File: src/rtl/booth_multiplier_if.sv
// Operand/result bundle between the control unit and the Booth multiplier.
// The master side issues start with operands; the slave side returns Hi/Lo and status.
interface booth_multiplier_if #(
    parameter int WIDTH = 32
);
    logic             start;
    logic [WIDTH-1:0] a;
    logic [WIDTH-1:0] b;
    logic [WIDTH-1:0] hi;
    logic [WIDTH-1:0] lo;
    logic             busy;
    logic             done;

    modport master (
        output start,
        output a,
        output b,
        input  hi,
        input  lo,
        input  busy,
        input  done
    );

    modport slave (
        input  start,
        input  a,
        input  b,
        output hi,
        output lo,
        output busy,
        output done
    );
endinterface

File: src/rtl/booth_multiplier.sv
// Sequential signed WIDTHxWIDTH radix-2 Booth multiplier, one Booth step per clock.
// Hi/Lo hold the last completed product; done pulses for one cycle when they update.
//
// state   | meaning
// IDLE    | waiting for start, operands latched on acceptance
// CALC    | one add/sub + arithmetic shift per cycle, WIDTH steps
// DONE    | one-cycle done pulse, then back to IDLE
module booth_multiplier #(
    parameter int WIDTH = 32
) (
    input  logic                i_clk,
    input  logic                i_rst,
    booth_multiplier_if.slave   io_mul
);
    localparam int PW = 2 * WIDTH + 2;
    localparam int CW = $clog2(WIDTH + 1);

    typedef enum logic [1:0] {
        ST_IDLE = 2'd0,
        ST_CALC = 2'd1,
        ST_DONE = 2'd2
    } state_t;

    state_t           r_state;
    state_t           w_state_nxt;
    logic [WIDTH:0]   r_m;
    logic [PW-1:0]    r_p;
    logic [CW-1:0]    r_cnt;
    logic [WIDTH-1:0] r_hi;
    logic [WIDTH-1:0] r_lo;

    logic [WIDTH:0]   w_acc;
    logic [WIDTH:0]   w_acc_nxt;
    logic [PW-1:0]    w_p_shift;
    logic             w_last;
    logic             w_load;

    // Accumulator is WIDTH+1 bits so that subtracting the most negative
    // multiplicand cannot overflow.
    always_comb begin
        w_acc = r_p[PW-1:WIDTH+1];
        case (r_p[1:0])
            2'b01:   w_acc_nxt = w_acc + r_m;
            2'b10:   w_acc_nxt = w_acc - r_m;
            default: w_acc_nxt = w_acc;
        endcase
        w_p_shift = {w_acc_nxt[WIDTH], w_acc_nxt, r_p[WIDTH:1]};
    end

    assign w_last = (r_cnt == CW'(1));

    always_ff @(posedge i_clk or posedge i_rst) begin
        if (i_rst) begin
            r_state <= ST_IDLE;
        end else begin
            r_state <= w_state_nxt;
        end
    end

    always_comb begin
        w_state_nxt  = r_state;
        w_load       = 1'b0;
        io_mul.busy  = 1'b0;
        io_mul.done  = 1'b0;
        case (r_state)
            ST_IDLE: begin
                if (io_mul.start) begin
                    w_load      = 1'b1;
                    w_state_nxt = ST_CALC;
                end
            end
            ST_CALC: begin
                io_mul.busy = 1'b1;
                if (w_last) begin
                    w_state_nxt = ST_DONE;
                end
            end
            ST_DONE: begin
                io_mul.done = 1'b1;
                w_state_nxt = ST_IDLE;
            end
            default: begin
                w_state_nxt = ST_IDLE;
            end
        endcase
    end

    always_ff @(posedge i_clk or posedge i_rst) begin
        if (i_rst) begin
            r_m   <= '0;
            r_p   <= '0;
            r_cnt <= '0;
            r_hi  <= '0;
            r_lo  <= '0;
        end else if (w_load) begin
            r_m   <= {io_mul.a[WIDTH-1], io_mul.a};
            r_p   <= {{(WIDTH + 1){1'b0}}, io_mul.b, 1'b0};
            r_cnt <= CW'(WIDTH);
        end else if (r_state == ST_CALC) begin
            r_p   <= w_p_shift;
            r_cnt <= r_cnt - CW'(1);
            // Results are taken from the final step directly, not from r_p.
            if (w_last) begin
                r_hi <= w_p_shift[2*WIDTH:WIDTH+1];
                r_lo <= w_p_shift[WIDTH:1];
            end
        end
    end

    assign io_mul.hi = r_hi;
    assign io_mul.lo = r_lo;

endmodule

File: src/flat_wrapper.sv
// flat-port wrapper written by rule: the top's interface ports become plain ports
module booth_multiplier_flat 
#(
    parameter int WIDTH = 32
)
  (i_clk, i_rst, io_mul_start, io_mul_a, io_mul_b, io_mul_hi, io_mul_lo, io_mul_busy, io_mul_done);
  booth_multiplier_if #(.WIDTH(WIDTH)) io_mul_i ();
  input  logic i_clk;
  input  logic i_rst;
  input wire logic [$bits(io_mul_i.start)-1:0] io_mul_start;
  input wire logic [$bits(io_mul_i.a)-1:0] io_mul_a;
  input wire logic [$bits(io_mul_i.b)-1:0] io_mul_b;
  output wire logic [$bits(io_mul_i.hi)-1:0] io_mul_hi;
  output wire logic [$bits(io_mul_i.lo)-1:0] io_mul_lo;
  output wire logic [$bits(io_mul_i.busy)-1:0] io_mul_busy;
  output wire logic [$bits(io_mul_i.done)-1:0] io_mul_done;
  assign io_mul_i.start = io_mul_start;
  assign io_mul_i.a = io_mul_a;
  assign io_mul_i.b = io_mul_b;
  assign io_mul_hi = io_mul_i.hi;
  assign io_mul_lo = io_mul_i.lo;
  assign io_mul_busy = io_mul_i.busy;
  assign io_mul_done = io_mul_i.done;
  booth_multiplier #(.WIDTH(WIDTH)) u_core (.i_clk(i_clk), .i_rst(i_rst), .io_mul(io_mul_i));
endmodule
File: config.mk
export PLATFORM = sky130hd
export DESIGN_NAME = booth_multiplier_flat
export DESIGN_NICKNAME = d
export VERILOG_FILES = /design/src/rtl/booth_multiplier_if.sv /design/src/rtl/booth_multiplier.sv /design/src/flat_wrapper.sv
export SDC_FILE = /design/constraint.sdc
export NUM_CORES = 1
export LEC_CHECK = 0
export CORE_ASPECT_RATIO = 0.5
export CORE_UTILIZATION = 40
export CTS_CLUSTER_SIZE = 20
export DETAILED_ROUTE_END_ITERATION = 12
export PLACE_DENSITY = 0.67
export SETUP_SLACK_MARGIN = 0.2
export SLEW_MARGIN = 40
export SYNTH_ARGS = -nofsm -noshare
export SYNTH_HDL_FRONTEND = slang
export SYNTH_SLANG_ARGS = --single-unit
export TNS_END_PERCENT = 50
File: constraint.sdc
create_clock -name i_clk -period 11.4 [get_ports i_clk]
set_input_delay 2.28 -clock i_clk [delete_from_list [all_inputs] [get_ports i_clk]]
set_output_delay 2.28 -clock i_clk [all_outputs]
set_load 0.02 [all_outputs]
==> flow_summary_export.csv <==
group,metric,value,unit
worst_setup_path,arrival,5.25,ns
placement,hpwl,17.4,mm
worst_setup_path,setup.worst_path.end_class,"flip-flop",
worst_setup_path,r2r-start,"u_core.r_m[8]$_DFFE_PP0P_",
worst_setup_path,cpPeakStageDelay,0.67,ns
clocking,h-tree-depth,4,
synthesis,synth-main-ff-cell,"dfrtp_1",
synthesis,syn_area,0.00942,sq mm
die,die_w,219,um
power_and_ir_drop,p_int,1.41,mW
timing,hold_violations,0,
synthesis,synth_area_per_cell,8.60,sq um
timing,rsz0062_at_grt,"no",
drt,ant_nets,0,
worst_hold_path,whs_path_depth,2,
timing,slew_headroom,45.2,%
worst_hold_path,whs_endpoint,"u_core.io_mul.lo[16]$_DFFE_PP0P_",
cells_and_area,seqCellArea,0.00423,sq mm
drt,drt_iter0_drc,593,
cells_and_area,multi_input_area,0.00484,sq mm
power_and_ir_drop,pwr-share-comb,38.8,%
clocking,tritoncts,"done",
timing,tns,0,ns
timing,layout_setup_ws,6.46,ns
synthesis,syn_nets,1200,
synthesis,yosysSeqAreaShare,44.9,%
power_and_ir_drop,p_sw,874,uW
synthesis,async_reset_ff_share,100,%
clocking,numCtsBuffers,17,
timing,fin_crit_sh,43.3,%
worst_setup_path,slowest_stage,"a2111oi_0",
die,dieHeight,111,um
placement,pre_cts_slack,6.64,ns
power_and_ir_drop,ir_worst_vdd,0.104,mV
placement,dpl_cell_area,0.0109,sq mm
synthesis,synth_edf_count,0,
die,start_util,41.1,%
timing,fmax,202,MHz
global_route,grt.total_usage,22.0,%
clocking,clock_latency,0.45,ns
die,core_area,0.0229,sq mm
die,die_area,0.0242,sq mm
worst_setup_path,crit_chain,"or4_4 > or2_2 > nor4b_1 > nand2b_1 > nor2_1 > nand2_1 > nor2_1 > a21oi_1 > xnor2_1 > ha_1 > a2111oi_0 > a22oi_1 > o21ai_1 > xor2_1 > nor2_1 > xnor2_1 > o21ai_1",
drt,drc_errors,0,
drt,num_vias,8103,
cells_and_area,fin_area,0.0115,sq mm
drt,first_pass_iters,5,
global_route,grt_pass1_wl,41.7,mm
cells_and_area,nFillCells,2187,
synthesis,synth-seq-cells,169,
power_and_ir_drop,report.power.total,2.28,mW
worst_setup_path,critPathKind,"flip-flop to flip-flop",
global_route,grt_overflow_total,0,
synthesis,synth_cell_type_count,63,
clocking,cts-root-buf,"clkbuf_16",
clocking,post-cts-setup-buffers,0,
cells_and_area,fin_nets,1299,
power_and_ir_drop,swShare,38.3,%
status,status,"finished clean",
timing,clock_skew,0.00829,ns
flow_run,drv_cap,0,
worst_setup_path,r2r_slack,6.46,ns
timing,setup_viol,0,
clocking,cts_sinks,169,
cells_and_area,final_layout_size_suffix_gt1_share,5.47,%
timing,min_period,4.94,ns
die,io_pins,133,
worst_setup_path,r2r-end,"u_core.io_mul.hi[31]$_DFFE_PP0P_",
global_route,grt_max_degree,104,
cells_and_area,n_antenna_cell,0,
timing,slew_violations,0,
power_and_ir_drop,leakagePower,5.19,nW
clocking,path_clk_slew,0.07,ns
drt,wire_per_inst,16.8,um
drt,wirelength,25.4,mm
worst_hold_path,hp-start,"u_core.io_mul.lo[16]$_DFFE_PP0P_",
worst_setup_path,r2r_cells,17,
clocking,cts_resized,0,
placement,port_buffers,132,
drt,avgViaCountPerCell,5.35,
global_route,grt_pass1_vias,7772,
cells_and_area,syn_to_final_growth,22.0,%
worst_setup_path,worstPathMaxFanout,5,
timing,tightest_slew,0.810,ns
placement,gp_congestion,0.886,
power_and_ir_drop,pwr-share-clk,24.2,%
power_and_ir_drop,seq_power_share,37.0,%
die,row_count,39,
global_route,antenna_found_initial,0,
synthesis,synth_cells,1096,
worst_setup_path,required,11.71,ns
clocking,cts_buffer_depth,2,
worst_hold_path,hold_class,"flip-flop to flip-flop",
worst_setup_path,start_kind,"flip-flop",
synthesis,ys_warn_count,0,
clocking,holdBufCountCts,0,
power_and_ir_drop,pwr_density_cell,198,mW/mm^2
worst_setup_path,critical_path.most_common_cell,"nor2_1",
## layer usage
layer  vias to the layer above  share of wire [%]  track usage [%]
met4                         0                1.2             6.39
met5                         -                  0                0
li1                       3985                  -                -
met1                      3912                 52             33.7
met2                       185                 42             30.9
met3                        21                4.4             4.63
## worst max path at each step
stage | startpoint | to | slack, ns
3_3_place_gp | io_mul_start | u_core.r_cnt[4]$_DFFE_PP0P_ | 6.03
5_1_grt | u_core.r_m[2]$_DFFE_PP0P_ | u_core.io_mul.hi[31]$_DFFE_PP0P_ | 6.05
2_1_floorplan | i_rst | u_core.io_mul.hi[0]$_DFFE_PP0P_ | 4.54
4_1_cts | u_core.r_m[2]$_DFFE_PP0P_ | u_core.io_mul.hi[31]$_DFFE_PP0P_ | 6.48
6_report | u_core.r_m[8]$_DFFE_PP0P_ | u_core.io_mul.hi[31]$_DFFE_PP0P_ | 6.46
3_5_place_dp | u_core.r_m[2]$_DFFE_PP0P_ | u_core.io_mul.hi[31]$_DFFE_PP0P_ | 6.64
## power by group through the flow
stage	Combinational, mW	Sequential (mW)	Clock (mW)
final	0.883	0.843	0.552
after global routing	0.989	0.858	0.585
after CTS	0.874	0.838	0.563
after detailed placement	0.864	0.847	0
after global placement	0.851	0.846	0
after floorplan	0.686	0.803	0
## Yosys cell counts, drive strengths merged (3+ instances only)
library cell,number,share of area (%)
a211oi,5,0.40
a21o,12,0.96
a21oi,91,4.9
a22o,7,0.65
a22oi,32,2.6
a31oi,7,0.46
a32oi,5,0.46
and3,6,0.40
buf,10,0.92
clkbuf,51,2.0
dfrtp,169,45
ha,36,4.8
inv,24,0.96
mux2,3,0.36
mux2i,7,0.74
nand2,271,11
nand2b,8,0.53
nand3,10,0.53
nand4,5,0.33
nor2,58,2.3
nor2b,35,2.3
nor3,15,0.80
nor4,4,0.43
o211ai,4,0.32
o21a,11,0.88
o21ai,102,5.4
o21bai,5,0.44
o31a,5,0.46
o31ai,7,0.56
o41ai,3,0.28
or2,6,0.43
or4,3,0.32
xnor2,43,4.0
xor2,10,0.93
## metrics by stage
stage | utilization, % | hold WS (ns) | instances
CTS | 50.1 | 0.483 | 1514
finish | 50.1 | 0.478 | 1514
global placement | 47.7 | 0.463 | 1483
floorplan | - | 0.446 | 1096
detailed placement | 47.7 | 0.466 | 1483
global route | 50.1 | 0.495 | 1514
## area by class of cell
class                           instances  area share, %
Tap cell                              307           3.34
Multi-Input combinational cell        842           42.1
Timing Repair Buffer                  141           12.1
Clock buffer                           23           4.25
Clock inverter                          8          0.555
Sequential cell                       169           36.8
Inverter                               24          0.893
## worst max-delay path, delay by kind of cell (launching register included)
kind,cells,cell delay (ns)
adders and majority gates,1,0.35
and+or+nand+nor,8,2.07
xor gates and xnor gates,3,0.74
DFF,1,0.44
AOI/OAI and AO/OA,5,1.20
## sequential cells by signal (all words and copies together), names as in the netlist
signal            flops
u_core.r_p           65
u_core.r_m           32
u_core.r_state        2
u_core.r_cnt          6
u_core.io_mul.hi     32
u_core.io_mul.lo     32
## cell usage in the layout, fill, tap and decap left out, types with 5 or more instances in the layout
| master | instances |
|---|---|
| a22oi_1 | 32 |
| clkbuf_16 | 17 |
| a21oi_1 | 90 |
| o21a_1 | 11 |
| nor2_1 | 58 |
| o31ai_1 | 7 |
| nor3_1 | 15 |
| a31oi_1 | 7 |
| o31a_1 | 5 |
| a22o_1 | 7 |
| inv_1 | 21 |
| clkinvlp_4 | 5 |
| and3_1 | 6 |
| a32oi_1 | 5 |
| dfrtp_1 | 169 |
| xnor2_1 | 43 |
| nand2_1 | 270 |
| buf_4 | 8 |
| a21o_1 | 12 |
| mux2i_1 | 7 |
| o21ai_1 | 5 |
| nand2b_1 | 7 |
| xor2_1 | 10 |
| or2_2 | 5 |
| nand4_1 | 5 |
| o21ai_0 | 97 |
| nand3_1 | 10 |
| nor2b_1 | 33 |
| a211oi_1 | 5 |
| clkdlybuf4s50_1 | 131 |
| ha_1 | 35 |
## logic make-up after synthesis
logic type / after synthesis / synth area share [%]
simple gates: 433 / 20.2
buf+inv: 85 / 3.90
mux: 10 / 1.10
xor+xnor: 53 / 4.93
flops: 169 / 44.9
fa+ha+maj: 37 / 4.99
compound gates: 309 / 20.0
(Power assumes the default switching activity.)
